## config.mk

```make
export PLATFORM = sky130hd
export DESIGN_NAME = tv_sequencer
export DESIGN_NICKNAME = d
export VERILOG_FILES = /design/src/rtl/tv_pkg.sv /design/src/rtl/tv_mem.sv /design/src/rtl/tv_sequencer.sv
export SDC_FILE = /design/constraint.sdc
export NUM_CORES = 1
export LEC_CHECK = 0
export ABC_AREA = 1
export ABC_CLOCK_PERIOD_IN_PS = 1900
export CORE_MARGIN = 2
export CORE_UTILIZATION = 25
export CTS_CLUSTER_DIAMETER = 80
export DETAILED_ROUTE_END_ITERATION = 10
export PLACE_DENSITY = 0.44
export SLEW_MARGIN = 20
export SYNTH_ARGS = -nofsm -noshare
export SYNTH_HDL_FRONTEND = slang
export SYNTH_SLANG_ARGS = --single-unit
export TNS_END_PERCENT = 100
```

## constraint.sdc

```tcl
create_clock -name clk -period 1.9 [get_ports clk]
set_input_delay 0.285 -clock clk [delete_from_list [all_inputs] [get_ports clk]]
set_output_delay 0.285 -clock clk [all_outputs]
set_load 0.03 [all_outputs]
```

## src/rtl/tv_pkg.sv

```systemverilog
// Shared definitions for the test-vector sequencer: default widths and FSM state encoding.
package tv_pkg;

  localparam int STIM_W_DEF = 3;
  localparam int RESP_W_DEF = 1;
  localparam int AW_DEF     = 4;
  localparam int SETTLE_DEF = 1;
  localparam int ERR_W_DEF  = 8;

  // Sequencer states; encodings fixed so they read the same in waveforms across builds.
  typedef enum logic [2:0] {
    S_IDLE  = 3'd0,
    S_APPLY = 3'd1,
    S_WAIT  = 3'd2,
    S_CHECK = 3'd3,
    S_DONE  = 3'd4
  } tv_state_e;

endpackage

```

## src/rtl/tv_mem.sv

```systemverilog
// Vector storage: one synchronous write port, one asynchronous read port.
// Contents are deliberately not reset so loaded vectors survive a sequencer reset.
module tv_mem #(
  parameter int AW = 4,
  parameter int W  = 4
) (
  input  logic          clk,
  input  logic          we,
  input  logic [AW-1:0] waddr,
  input  logic [W-1:0]  wdata,
  input  logic [AW-1:0] raddr,
  output logic [W-1:0]  rdata
);

  logic [W-1:0] mem [2**AW];

  // Write one vector per cycle when enabled.
  always_ff @(posedge clk) begin
    if (we) begin
      mem[waddr] <= wdata;
    end
  end

  assign rdata = mem[raddr];

endmodule

```

## src/rtl/tv_sequencer.sv

```systemverilog
// Test-vector sequencer: applies stored stimulus to a device, waits a fixed settle
// time, compares the device response with the stored expected value and keeps a
// saturating error count plus the index of the first failing vector.
module tv_sequencer
  import tv_pkg::*;
#(
  parameter int STIM_W = STIM_W_DEF,
  parameter int RESP_W = RESP_W_DEF,
  parameter int AW     = AW_DEF,
  parameter int SETTLE = SETTLE_DEF,
  parameter int ERR_W  = ERR_W_DEF
) (
  input  logic                     clk,
  input  logic                     reset,
  input  logic                     load_en,
  input  logic [AW-1:0]            load_addr,
  input  logic [STIM_W+RESP_W-1:0] load_data,
  input  logic [AW:0]              num_vec,
  input  logic                     start,
  output logic [STIM_W-1:0]        stim,
  input  logic [RESP_W-1:0]        resp,
  output logic                     busy,
  output logic                     done,
  output logic                     pass,
  output logic [ERR_W-1:0]         err_count,
  output logic [AW:0]              vec_idx,
  output logic [AW:0]              first_fail
);

  localparam int DEPTH = 2**AW;
  localparam int VW    = STIM_W + RESP_W;
  // Counter holds SETTLE-1 at most, so clog2(SETTLE) bits suffice.
  localparam int CNT_W = (SETTLE > 1) ? $clog2(SETTLE) : 1;

  localparam logic [ERR_W-1:0] ERR_MAX     = '1;
  localparam logic [AW:0]      DEPTH_V     = (AW+1)'(DEPTH);
  localparam logic [CNT_W-1:0] SETTLE_LOAD = CNT_W'((SETTLE > 0) ? SETTLE - 1 : 0);

  tv_state_e        state;
  logic [CNT_W-1:0] settle_cnt;
  logic [AW:0]      num_lat;
  logic [VW-1:0]    vec;
  logic [STIM_W-1:0] vec_stim;
  logic [RESP_W-1:0] vec_exp;
  logic             mismatch;
  logic [AW:0]      idx_next;
  logic             mem_we;

  // Saturating increment for the error counter: sticks at all-ones.
  function automatic logic [ERR_W-1:0] sat_inc(input logic [ERR_W-1:0] v);
    return (v == ERR_MAX) ? v : v + ERR_W'(1);
  endfunction

  // Requested vector counts beyond the memory depth run the whole memory once.
  function automatic logic [AW:0] clamp_num(input logic [AW:0] n);
    return (n > DEPTH_V) ? DEPTH_V : n;
  endfunction

  // Loading is locked out during a run so the vectors under test cannot change mid-run.
  assign mem_we = load_en & ~busy;

  tv_mem #(
    .AW (AW),
    .W  (VW)
  ) u_mem (
    .clk   (clk),
    .we    (mem_we),
    .waddr (load_addr),
    .wdata (load_data),
    .raddr (vec_idx[AW-1:0]),
    .rdata (vec)
  );

  assign vec_stim = vec[VW-1:RESP_W];
  assign vec_exp  = vec[RESP_W-1:0];
  assign mismatch = (resp != vec_exp);
  assign idx_next = vec_idx + (AW+1)'(1);

  assign busy = (state == S_APPLY) || (state == S_WAIT) || (state == S_CHECK);
  assign done = (state == S_DONE);
  assign pass = done && (err_count == '0);

  // Run control: apply -> settle -> check per vector, until the latched count is reached.
  always_ff @(posedge clk) begin
    if (reset) begin
      state      <= S_IDLE;
      stim       <= '0;
      err_count  <= '0;
      vec_idx    <= '0;
      first_fail <= '0;
      settle_cnt <= '0;
      num_lat    <= '0;
    end else begin
      case (state)
        S_IDLE, S_DONE: begin
          if (start) begin
            err_count  <= '0;
            vec_idx    <= '0;
            first_fail <= '0;
            num_lat    <= clamp_num(num_vec);
            state      <= (num_vec == '0) ? S_DONE : S_APPLY;
          end
        end
        S_APPLY: begin
          stim <= vec_stim;
          if (SETTLE > 0) begin
            settle_cnt <= SETTLE_LOAD;
            state      <= S_WAIT;
          end else begin
            state <= S_CHECK;
          end
        end
        S_WAIT: begin
          if (settle_cnt == '0) begin
            state <= S_CHECK;
          end else begin
            settle_cnt <= settle_cnt - CNT_W'(1);
          end
        end
        S_CHECK: begin
          if (mismatch) begin
            err_count <= sat_inc(err_count);
            // A zero count means no earlier mismatch in this run.
            if (err_count == '0) begin
              first_fail <= vec_idx;
            end
          end
          vec_idx <= idx_next;
          state   <= (idx_next == num_lat) ? S_DONE : S_APPLY;
        end
        default: begin
          state <= S_IDLE;
        end
      endcase
    end
  end

endmodule

```

After elaboration in Yosys (flattened, before gate mapping)
Memory sizes are Yosys's and may differ from the RTL's. A register that Yosys moved wholly into a read port is not among the register bits.
Cells that the tools add are included.
{ "totals": {"ff_bits": 30, "latch_bits": 0, "ram_bits": 64, "mem_bits_ro": 0, "inputBits": 18, "output_inout_bits": 24, "wordCells": 61, "mem_count": 1} }
{ "mem_list": {"columns": ["memory", "words", "width", "read_ports", "rd_clocked_by_memory_dff", "write_ports", "line_no", "source"], "rows": [
  ["u_mem.mem", 16, 4, 1, 1, 1, "tv_mem.sv:15", "logic [W-1:0] mem [2**AW];"]
]} }
{ "classes": {"add_sub_neg": 3, "n_mul": 0, "n_div": 0, "magnitude_cmp": 1, "eq_ne": 12, "n_shift": 0, "n_mux": 21, "bitwise_logic": 2, "reduce_logical": 14} }
{ "op_table": {"columns": ["cell", "count"], "rows": [
  ["$mux W8", 3],
  ["$mux W5", 4],
  ["$pmux W5 S2", 2],
  ["$pmux W8 S2", 1],
  ["$mux W3", 4],
  ["$pmux W3 S4", 1],
  ["$add A8 B1 Y8 const B", 1],
  ["$eq A8 B8 Y1 const B", 1],
  ["$logic_not A8 Y1", 1],
  ["$mux W4", 2],
  ["$ne A2 B2 Y1 const B", 4],
  ["$reduce_and A4 Y1", 2],
  ["$eq A3 B2 Y1 const B", 2],
  ["$reduce_and A2 Y1", 3],
  ["$add A5 B1 Y5 const B", 1],
  ["$eq A5 B5 Y1", 1],
  ["$gt A5 B5 Y1 const B", 1],
  ["$logic_not A5 Y1", 1],
  ["$reduce_bool A2 Y1", 2],
  ["$eq A3 B1 Y1 const B", 1],
  ["$eq A3 B3 Y1 const B", 1],
  ["$logic_not A3 Y1", 1],
  ["$mux W1", 3],
  ["$logic_or A1 B1 Y1", 2],
  ["other kinds (8)", 8]
]} }

Longest topological paths before layout
Gate-level depths: netlist (run 1).
{ "depth": {"word_depth": 7, "mapped_depth": 14, "depth_no_buf": 13} }

Modules after synthesis
Synthesis (run 1) repeated with hierarchy kept, for this count alone.
{ "unflattened": {"cells_unflattened": 515, "hier_area_um2": 4411.7} }
{ "by_module_without_submodules": {"columns": ["mod", "instances", "cells_each", "area_each_um2", "seq_area_each_um2"], "rows": [
  ["tv_mem", 1, 286, 2886.5, 1921.8],
  ["tv_sequencer", 1, 229, 1525.2, 580.6]
]} }

Worst setup path before layout (run 1)
OpenSTA, ideal clock, no wires.
{ "synth_timing": {"kind": "register to register", "start": "reg state[0]", "end": "mem u_mem.mem[12][0] (enable)", "setup_time_ps": 329, "arrival_time_ps": 1455, "required_time_ps": 1571, "slack_ps": 116, "stages_incl_launch_ff": 6, "n_path_buf": 0, "period_less_slack_ps": 1784, "cell_sequence": "dfxtp_1 nor2_1 nor2_1 nor2_1 nand3_1 nor2_1"} }
{ "synth_via": {"elab_chain_len": 7, "word_cells_on_any_way": 9, "cone_classes": "eq/ne: 3; mux: 2; bitwise: 2; reduce/logical: 2"} }
{ "synth_lines": {"columns": ["element", "line_no", "source"], "rows": [
  ["start: declaration", "tv_sequencer.sv:39", "tv_state_e state;"],
  ["start signal: assignment", "tv_sequencer.sv:101", "state <= (num_vec == '0) ? S_DONE : S_APPLY;"],
  ["start signal: assignment", "tv_sequencer.sv:129", "state <= (idx_next == num_lat) ? S_DONE : S_APPLY;"],
  ["$eq A3 B1 Y1 or $eq A3 B2 Y1 (tied branches)", "tv_sequencer.sv:79", "assign busy = (state == S_APPLY) || (state == S_WAIT) || (state == S_CHECK);"],
  ["$logic_or A1 B1 Y1", "tv_sequencer.sv:79", null],
  ["$logic_or A1 B1 Y1 *", "tv_sequencer.sv:79", null],
  ["named net busy", "tv_sequencer.sv:22", "output logic busy,"],
  ["$not A1 Y1 *", "tv_sequencer.sv:60", "assign mem_we = load_en & ~busy;"],
  ["$and A1 B1 Y1 *", "tv_sequencer.sv:60", null],
  ["$mux W1 *", "tv_mem.sv:19", "if (we) begin"],
  ["$mux W1 (implied by the code) *", "tv_mem.sv:20", "mem[waddr] <= wdata;"],
  ["end: declaration", "tv_mem.sv:15", null]
]} }
The timed path passes the listed nets; every way through them passes the cells marked *.

Worst setup path in the final report (run 1)
{ "layout_timing": {"start": "reg err_count[6]", "end": "out pass"} }
{ "layout_via": {"elab_chain_len": 2} }
{ "layout_lines": {"columns": ["element", "line_no", "source"], "rows": [
  ["start: declaration", "tv_sequencer.sv:25", "output logic [ERR_W-1:0] err_count,"],
  ["start signal: assignment", "tv_sequencer.sv:122", "err_count <= sat_inc(err_count);"],
  ["$logic_not A8 Y1", "tv_sequencer.sv:81", "assign pass = done && (err_count == '0);"],
  ["$logic_and A1 B1 Y1", "tv_sequencer.sv:81", null],
  ["end: declaration", "tv_sequencer.sv:24", "output logic pass,"]
]} }
No other way between the ends.

==> flow_summary.toml, run 1 <==
[logic_synthesis]
postSynthCellCount = 463
synth_simple_gate_area_frac = 0.218
yosys_warnings = 0
synth_area_sq_um = 4290
avgSynthCellArea_sq_um = 9.27
synthXorXnorAreaFrac = 0.0143
synth_top_family_by_area = "simple AND/OR/NAND/NOR gates"
synth-compound-area-share = 0.0833
yosysSeqAreaShare = 0.601
synth_nets = 484
synth_edf_count = 64
synth.area.mux_share = 0.00466
async_reset_ff_frac = 0
synth_seq_cells = 97
synthAdderAreaFrac = 0.00874
synth_ff_type = "edfxtp_1"
ys_types = 27

[flow_run]
max_cap_viol_count = 0

[detailed_routing]
drcViolationCount = 0
via_per_inst = 4.47
final_antenna_net_count = 0
dr_total_vias = 3405
drt_iter0_drc = 201
drtPass1Iterations = 5
routedWlPerCell_um = 14.8
wl_mm = 11.3

[sta]
min_period_ps = 1840
tns_ps = 0
skew_ps = 8.79
maxSlewViolCount = 0
rsz0062_at_grt = "true"
final_hold_viol_count = 0
setup_ws_ps = 57.4
relSlewSlack = 0.741
worst_pin_slew_ps = 387
fin_crit_sh = 0.970
holdWs_ps = 485
fmax_mhz = 543
setup_viol = 0

[cells_and_area]
num-nets-final = 558
area.sequential_sq_um = 2590
fin_util = 0.330
syn2layout_area_growth_pct = 28.5
layout_commonest_cell = "nand2_1"
diodes = 0
final_cell_mix = "85 x nand2_1, 75 x nor2_1, 64 x edfxtp_1"
multi_input_area_sq_um = 1440
final_layout_size_suffix_gt1_frac = 0.129
fill_cells = 1759

[pwr]
p_int_uw = 3670
ir_drop_mv = 0.519
power.switching_uw = 1580
clockPowerShare = 0.344
combPwrFrac = 0.193
power_density_nw_per_um2 = 950
p_leak_uw = 0.00211
swShare = 0.301
p_total_uw = 5240
seq_power_share = 0.463

[die]
chipWidth_um = 135
core-area_sq_um = 16700
initial_core_util = 0.257
rows = 47
ios = 42
die_h_um = 135
dieArea_sq_um = 18200

[global_routing]
grt_max_degree = 20
grt_pass1_vias = 3318
gr-total-overflow = 0
grt_pass1_wl_mm = 17.7
grtUsageTotal = 0.128
antenna_found_initial = 0

[clock_network]
clk_pin_slew_ps = 80
clk_path_buf_depth = 2
cts_tree = "built"
numCtsBuffers = 9
post_cts_buffers = 0
clkLatencyLatePin_ps = 350
cts_sinks = 97
h-tree-depth = 3
cts_root_buf = "clkbuf_16"

[critical_path]
crit_start = "err_count[6]$_SDFFE_PP0P_"
crit_path_start_kind = "register"
critPathKind = "register to primary output"
cp_max_fo = 4
arrival_ps = 1560
cp_data_required_time_ps = 1620
r2r-start = "state[2]$_SDFFE_PP0P_"
endpoint_kind = "primary output"

[placed_design]
port-buffer-count = 41
hpwl_mm = 8.28
finalWeightedCongestion = 0.833
pre_cts_ws_ps = 28.8

[min_path]
min-delay-start = "num_lat[0]$_SDFFE_PP0P_"
min_path_type = "register to register"

[run_status]
status = "finished clean"
[cell type report]
type,count,share of cell area
flip-flops and latches,97,0.469
clock buffers,9,0.0408
well taps,220,0.0499
repair buffers,79,0.125
clock inverters,7,0.0138
multi-input cells,293,0.262
inverters,57,0.0399
[cell usage after synthesis, types with 3 or more instances]
cell      instances  area share
nand2_1          85       0.074
nand4_1          10       0.015
ha_1              3      0.0087
o21ai_0          27       0.031
xnor2_1           3      0.0061
edfxtp_1         64        0.45
nor2_1           75       0.066
clkbuf_1          9      0.0079
o221ai_1          6       0.012
dfxtp_1          33        0.15
nand3_1          38       0.044
o211ai_1          9       0.016
nor3_1            5      0.0058
a21oi_1          18       0.021
xor2_1            4      0.0082
inv_1            56       0.049
[power by group through the flow]
stage / clock [uW] / sequential (uW) / combinational [uW]
after global routing: 1950 / 2440 / 1110
after detailed placement: 0 / 2460 / 987
final: 1800 / 2430 / 1010
after floorplan: 0 / 2570 / 468
after CTS: 1870 / 2420 / 995
after global placement: 0 / 2460 / 987
[state kept, by name, summed over array words and instances (netlist names), named ones only]
signal / flops
err_count: 8
first_fail: 5
num_lat: 5
state: 3
stim: 3
u_mem.mem: 64
vec_idx: 5
[logic make-up (layout without fill, tap and decap cells)]
group	Yosys count	in the layout
and+or+nand+nor	219	219
DFF	97	97
buffers and inverters	73	152
AOI/OAI and AO/OA	62	62
xor gates and xnor gates	7	7
adders and majority gates	3	3
muxes	2	2
[path summary, 6_finish.rpt]
| path | depth (start not counted) | endpoint | slack, ps |
|---|---|---|---|
| setup / recovery | 4 | pass | 60 |
| hold / removal | 2 | num_lat[0]$_SDFFE_PP0P_ | 490 |
| setup reg to reg | 7 | first_fail[2]$_SDFFE_PP0P_ | 170 |
| hold reg to reg | 2 | num_lat[0]$_SDFFE_PP0P_ | 490 |
[worst max-delay path, cell delays in order, from the launching register on]
cell,delay (ps)
dfxtp_2,350
nor4_4,270
nand4_1,200
nor3_2,180
buf_4,190
[timing repair]
item / CTS / global route
hold buffers: 0 / 0
pin swaps: 1 / 2
cloned: 0 / 0
endpoints found under the setup margin: 2 / 15
gates resized for setup: 3 / 10
[through the flow]
stage | cell area [sq um] | cells
floorplan | 4290 | 463
global placement | 5170 | 746
detailed placement | 5170 | 746
CTS | 5490 | 762
global route | 5520 | 762
finish | 5520 | 762
[routing by layer]
metal | wire length, um | part of all wire | GRT usage
met1 | 5710 | 0.51 | 0.180
met2 | 5010 | 0.44 | 0.189
met3 | 429 | 0.038 | 0.0405
met4 | 140 | 0.012 | 0.0330
met5 | 0 | 0 | 0
(Power assumes the default switching activity.)
==> run 2: changes to the inputs <==
--- a/config.mk
+++ b/config.mk
@@ -12,6 +12,7 @@
 export CTS_CLUSTER_DIAMETER = 80
 export DETAILED_ROUTE_END_ITERATION = 10
 export PLACE_DENSITY = 0.44
+export REMOVE_ABC_BUFFERS = 1
 export SLEW_MARGIN = 20
 export SYNTH_ARGS = -nofsm -noshare
 export SYNTH_HDL_FRONTEND = slang
==> run 2 against run 1 <==
  * Worst setup slack gained 11 ps
  * First-iteration DRC count grew 12%
  * Largest power group unchanged
  * Critical endpoint is now vec_idx[2]
  * Critical path type unchanged
  * Non-clock buffer count grew 2
  * Flip-flop and latch count is the same
==> flow_summary.toml, run 2 (synthesis results as in run 1) <==
[run_status]
status = "finished clean"

[placed_design]
finalWeightedCongestion = 0.874
placed_area_sq_um = 5170
pre_cts_ws_ps = -74.4
hpwl_mm = 8.23
port-buffer-count = 41

[pwr]
p_leak_uw = 0.00212
ir_drop_mv = 0.423
power_density_nw_per_um2 = 923
p_total_uw = 5140

[die]
initial_core_util = 0.257
dieArea_sq_um = 18200
ios = 42
rows = 47
die_h_um = 135
core-area_sq_um = 16700
chipWidth_um = 135

[sta]
fin_crit_sh = 0.964
skew_ps = 5.67
rsz0062_at_grt = "false"
setup_viol = 0
relSlewSlack = 0.556
final_hold_viol_count = 0
setup_ws_ps = 68.6
min_period_ps = 1830
worst_pin_slew_ps = 664
maxSlewViolCount = 0
fmax_mhz = 546

[clock_network]
cts_hold_buf = 0
h-tree-depth = 3
clk_pin_slew_ps = 70
numCtsBuffers = 9
cts_tree = "built"
clkLatencyLatePin_ps = 340
cts_root_buf = "clkbuf_16"
clk_path_buf_depth = 2
cts_sinks = 97

[critical_path]
cp_cell_sequence = "clkdlybuf4s50_1"
cp_max_fo = 7
critPathKind = "register to primary output"
cp_data_required_time_ps = 1620
cp_num_buf_inv = 1
arrival_ps = 1550
reg2reg_slack_ps = 150
rr_endpoint = "err_count[1]$_SDFFE_PP0P_"
critPathMaxStageDelay_ps = 730
cp_slowest_cell = "clkdlybuf4s50_1"
r2r-start = "state[2]$_SDFFE_PP0P_"
crit_family = "buffers and inverters"
ff2ff_path_depth = 10
crit_path_start_kind = "register"
endpoint_kind = "primary output"

[global_routing]
gr-total-overflow = 0
grtUsageTotal = 0.130
grt_max_degree = 25
antenna_found_initial = 0
grt_pass1_vias = 3437
grt_pass1_wl_mm = 18.1

[detailed_routing]
wl_mm = 11.5
drt_iter0_drc = 226
drtPass1Iterations = 6
via_per_inst = 4.45
final_antenna_net_count = 0
drcViolationCount = 0
dr_total_vias = 3407
routedWlPerCell_um = 15.0

[cells_and_area]
final_cell_mix = "85 x nand2_1, 75 x nor2_1, 64 x edfxtp_1"
largest_register_ffs = 64
diodes = 0
stdcell_area_sq_um = 5570
reg.largest.list = "u_mem.mem x64, err_count x8"
fin_util = 0.333
final_layout_size_suffix_gt1_frac = 0.128
num-nets-final = 561
largest_register = "u_mem.mem"
syn2layout_area_growth_pct = 29.6
layout_commonest_cell = "nand2_1"

[min_path]
min_to = "num_lat[0]$_SDFFE_PP0P_"
min-delay-start = "num_lat[0]$_SDFFE_PP0P_"
min_path_type = "register to register"
min_path_cells = 2

[flow_run]
max_cap_viol_count = 0
==> run 2: changes by cell type in the layout (fill, tap and decap cells not counted), sizes merged <==
cell / previous run / this run
clkdlybuf4s50: 37 / 38
clkinv: 2 / 3
inv: 59 / 58
dlymetal6s2s: 1 / 0
buf: 40 / 41
nand3: 41 / 42
clkbuf: 9 / 10
==> run 2: worst max path at each step <==
stage	startpoint	to	slack (ps)	cells after the start
after floorplan	register	first_fail[2]$_SDFFE_PP0P_	-340	11
after global placement	load_en	u_mem.mem[15][2]$_DFFE_PP_	-60	6
after detailed placement	load_en	u_mem.mem[8][3]$_DFFE_PP_	-70	6
after CTS	err_count[3]$_SDFFE_PP0P_	pass	4	4
after global routing	register	err_count[3]$_SDFFE_PP0P_	0.4	14
final	vec_idx[2]$_SDFFE_PP0P_	vec_idx[2]	70	1
==> run 2: power breakdown <==
part	switching (uW)	leakage (uW)	total (uW)	internal [uW]
clock	788	0.000127	1670	885
sequential	83.3	0.000848	2430	2340
combinational	626	0.00115	1040	413
total	1500	0.00212	5140	3640
==> run 2: timing repair <==
item	in CTS	in global routing
gates cloned	0	2
buffers inserted	1	2
pin swaps	1	0
setup endpoints to repair	2	14
resized for setup	1	18
hold endpoints to repair	0	0
==> run 2: final cells by class <==
class / instances / area, sq um
Fill cell: 1765 / 11100
Inverter: 57 / 225
Sequential cell: 97 / 2590
Timing Repair Buffer: 81 / 751
Multi-Input combinational cell: 294 / 1460
Clock buffer: 9 / 225
Tap cell: 220 / 275
Clock inverter: 7 / 45.0
==> run 2: metal layers <==
| layer | vias to the layer above | global-route usage | share of wire |
|---|---|---|---|
| li1 | 1708 | - | - |
| met1 | 1619 | 0.161 | 0.44 |
| met2 | 59 | 0.223 | 0.51 |
| met3 | 21 | 0.0214 | 0.027 |
| met4 | 0 | 0.0584 | 0.029 |
| met5 | - | 0 | 0 |
==> run 2: stage by stage <==
| stage | hold slack (ps) | setup TNS, ps | cells |
|---|---|---|---|
| 2_1_floorplan | 354 | -3470 | 447 |
| 3_5_place_dp | 471 | -943 | 744 |
| 3_3_place_gp | 471 | -892 | 744 |
| 6_report | 481 | 0 | 765 |
| 4_1_cts | 482 | 0 | 761 |
| 5_1_grt | 500 | 0 | 765 |
==> run 3: changes to the inputs <==
--- a/config.mk
+++ b/config.mk
@@ -7,11 +7,13 @@
 export LEC_CHECK = 0
 export ABC_AREA = 1
 export ABC_CLOCK_PERIOD_IN_PS = 1900
+export CAP_MARGIN = 20
 export CORE_MARGIN = 2
 export CORE_UTILIZATION = 25
 export CTS_CLUSTER_DIAMETER = 80
 export DETAILED_ROUTE_END_ITERATION = 10
 export PLACE_DENSITY = 0.44
+export RECOVER_POWER = 100
 export REMOVE_ABC_BUFFERS = 1
 export SLEW_MARGIN = 20
 export SYNTH_ARGS = -nofsm -noshare
==> run 3 against run 2 <==
  * Non-clock buffer count is the same
  * Global-route usage is the same
  * Power is essentially flat
  * Register-to-register slack is essentially flat
  * Cell count is the same
  * Critical path type unchanged
  * Largest cell class unchanged
==> flow_summary.toml, run 3 (synthesis results as in run 1) <==
[run_status]
status = "finished clean"

[pwr]
p_leak_uw = 0.00209
ir_drop_mv = 0.422
power_density_nw_per_um2 = 928

[placed_design]
port-buffer-count = 41
finalWeightedCongestion = 0.874
hpwl_mm = 8.23
pre_cts_ws_ps = -74.4
dp_cells = 744
placed_area_sq_um = 5170

[sta]
fmax_mhz = 547
setup_viol = 0
min_period_ps = 1830
worst_pin_slew_ps = 838
holdWs_ps = 481
skew_ps = 5.88
rsz0062_at_grt = "false"
tns_ps = 0
relSlewSlack = 0.441
final_hold_viol_count = 0
setup_ws_ps = 72.3
fin_crit_sh = 0.962
maxSlewViolCount = 0

[critical_path]
ff2ff_path_depth = 10
r2r-start = "state[2]$_SDFFE_PP0P_"
cp_slowest_cell = "clkdlybuf4s50_1"
endpoint_kind = "primary output"
arrival_ps = 1540
reg2reg_slack_ps = 150
crit_path_start_kind = "register"
rr_endpoint = "err_count[1]$_SDFFE_PP0P_"
cp_num_buf_inv = 1
cp_cell_sequence = "clkdlybuf4s50_1"
critPathKind = "register to primary output"
critPathMaxStageDelay_ps = 730
cp_max_fo = 7
crit_family = "buffers and inverters"
cp_data_required_time_ps = 1620

[cells_and_area]
fill_cells = 1775
diodes = 0
area.sequential_sq_um = 2590
layout_commonest_cell = "nand2_1"
syn2layout_area_growth_pct = 28.9
stdcell_area_sq_um = 5540
stdcell_count = 765
largest_register = "u_mem.mem"
multi_input_area_sq_um = 1460
num-nets-final = 561
final_cell_mix = "85 x nand2_1, 75 x nor2_1, 64 x edfxtp_1"
reg.largest.list = "u_mem.mem x64, err_count x8"
largest_register_ffs = 64
final_layout_size_suffix_gt1_frac = 0.114

[global_routing]
grtUsageTotal = 0.130
gr-total-overflow = 0
grt_pass1_wl_mm = 18.1
grt_max_degree = 25
antenna_found_initial = 0
grt_pass1_vias = 3437

[detailed_routing]
drtPass1Iterations = 5
drcViolationCount = 0
final_antenna_net_count = 0
drt_iter0_drc = 235
routedWlPerCell_um = 15.0
via_per_inst = 4.46
dr_total_vias = 3415
wl_mm = 11.5

[flow_run]
max_cap_viol_count = 0

[min_path]
min_path_type = "register to register"
min_path_cells = 2
min_to = "num_lat[0]$_SDFFE_PP0P_"
min-delay-start = "num_lat[0]$_SDFFE_PP0P_"

[die]
initial_core_util = 0.257
rows = 47
dieArea_sq_um = 18200
chipWidth_um = 135
ios = 42
die_h_um = 135
core-area_sq_um = 16700

[clock_network]
cts_sinks = 97
numCtsBuffers = 9
cts_tree = "built"
h-tree-depth = 3
cts_hold_buf = 0
clk_path_buf_depth = 2
clkLatencyLatePin_ps = 340
clk_pin_slew_ps = 70
cts_root_buf = "clkbuf_16"
[run 3: cell count changes in the layout (fill, tap and decap cells not counted), sizes merged]
cell	previous run	this run
buf	41	33
clkbuf	10	18
clkdlybuf4s50	38	33
dlygate4sd3	0	5
[run 3: layout make-up]
class / instances / share of cell area
inverters: 57 / 0.0407
repair buffers: 81 / 0.130
flip-flops and latches: 97 / 0.467
clock buffers: 9 / 0.0407
well taps: 220 / 0.0497
clock inverters: 7 / 0.00814
multi-input cells: 294 / 0.263
[run 3: repair_timing]
action	in CTS	in global routing
gates cloned	0	2
setup endpoints to repair	2	14
resized for setup	1	18
pin swaps	1	0
setup buffers	1	2
[run 3: where the power goes]
group	switching, uW	internal, uW	total (uW)
clock network	788	885	1670
registers	84.0	2340	2430
logic	627	406	1030
[run 3: how the worst max path moves through the flow]
stage,start,to,slack (ps),cells after the start
6_report,vec_idx[2]$_SDFFE_PP0P_,vec_idx[2],70,1
4_1_cts,err_count[3]$_SDFFE_PP0P_,pass,4,4
5_1_grt,register,err_count[3]$_SDFFE_PP0P_,0.4,14
3_5_place_dp,load_en,u_mem.mem[8][3]$_DFFE_PP_,-70,6
2_1_floorplan,register,first_fail[2]$_SDFFE_PP0P_,-340,11
3_3_place_gp,load_en,u_mem.mem[15][2]$_DFFE_PP_,-60,6
[run 3: routing by layer]
layer  track usage  share of wire
met5             0              0
met4        0.0584          0.029
met3        0.0214          0.024
met2         0.223           0.51
met1         0.161           0.44
[run 3: tightest hold or removal path, delay by kind of cell (launching register included)]
family | cells | cell delay (ps)
flops | 1 | 320
simple gates | 1 | 60
compound gates | 1 | 60
[run 3: stage by stage]
step                total power, uW   util
finish                         5140  0.332
global route                   5390  0.332
CTS                            5140  0.326
detailed placement             3450  0.310
global placement               3440  0.310
floorplan                      3020      -
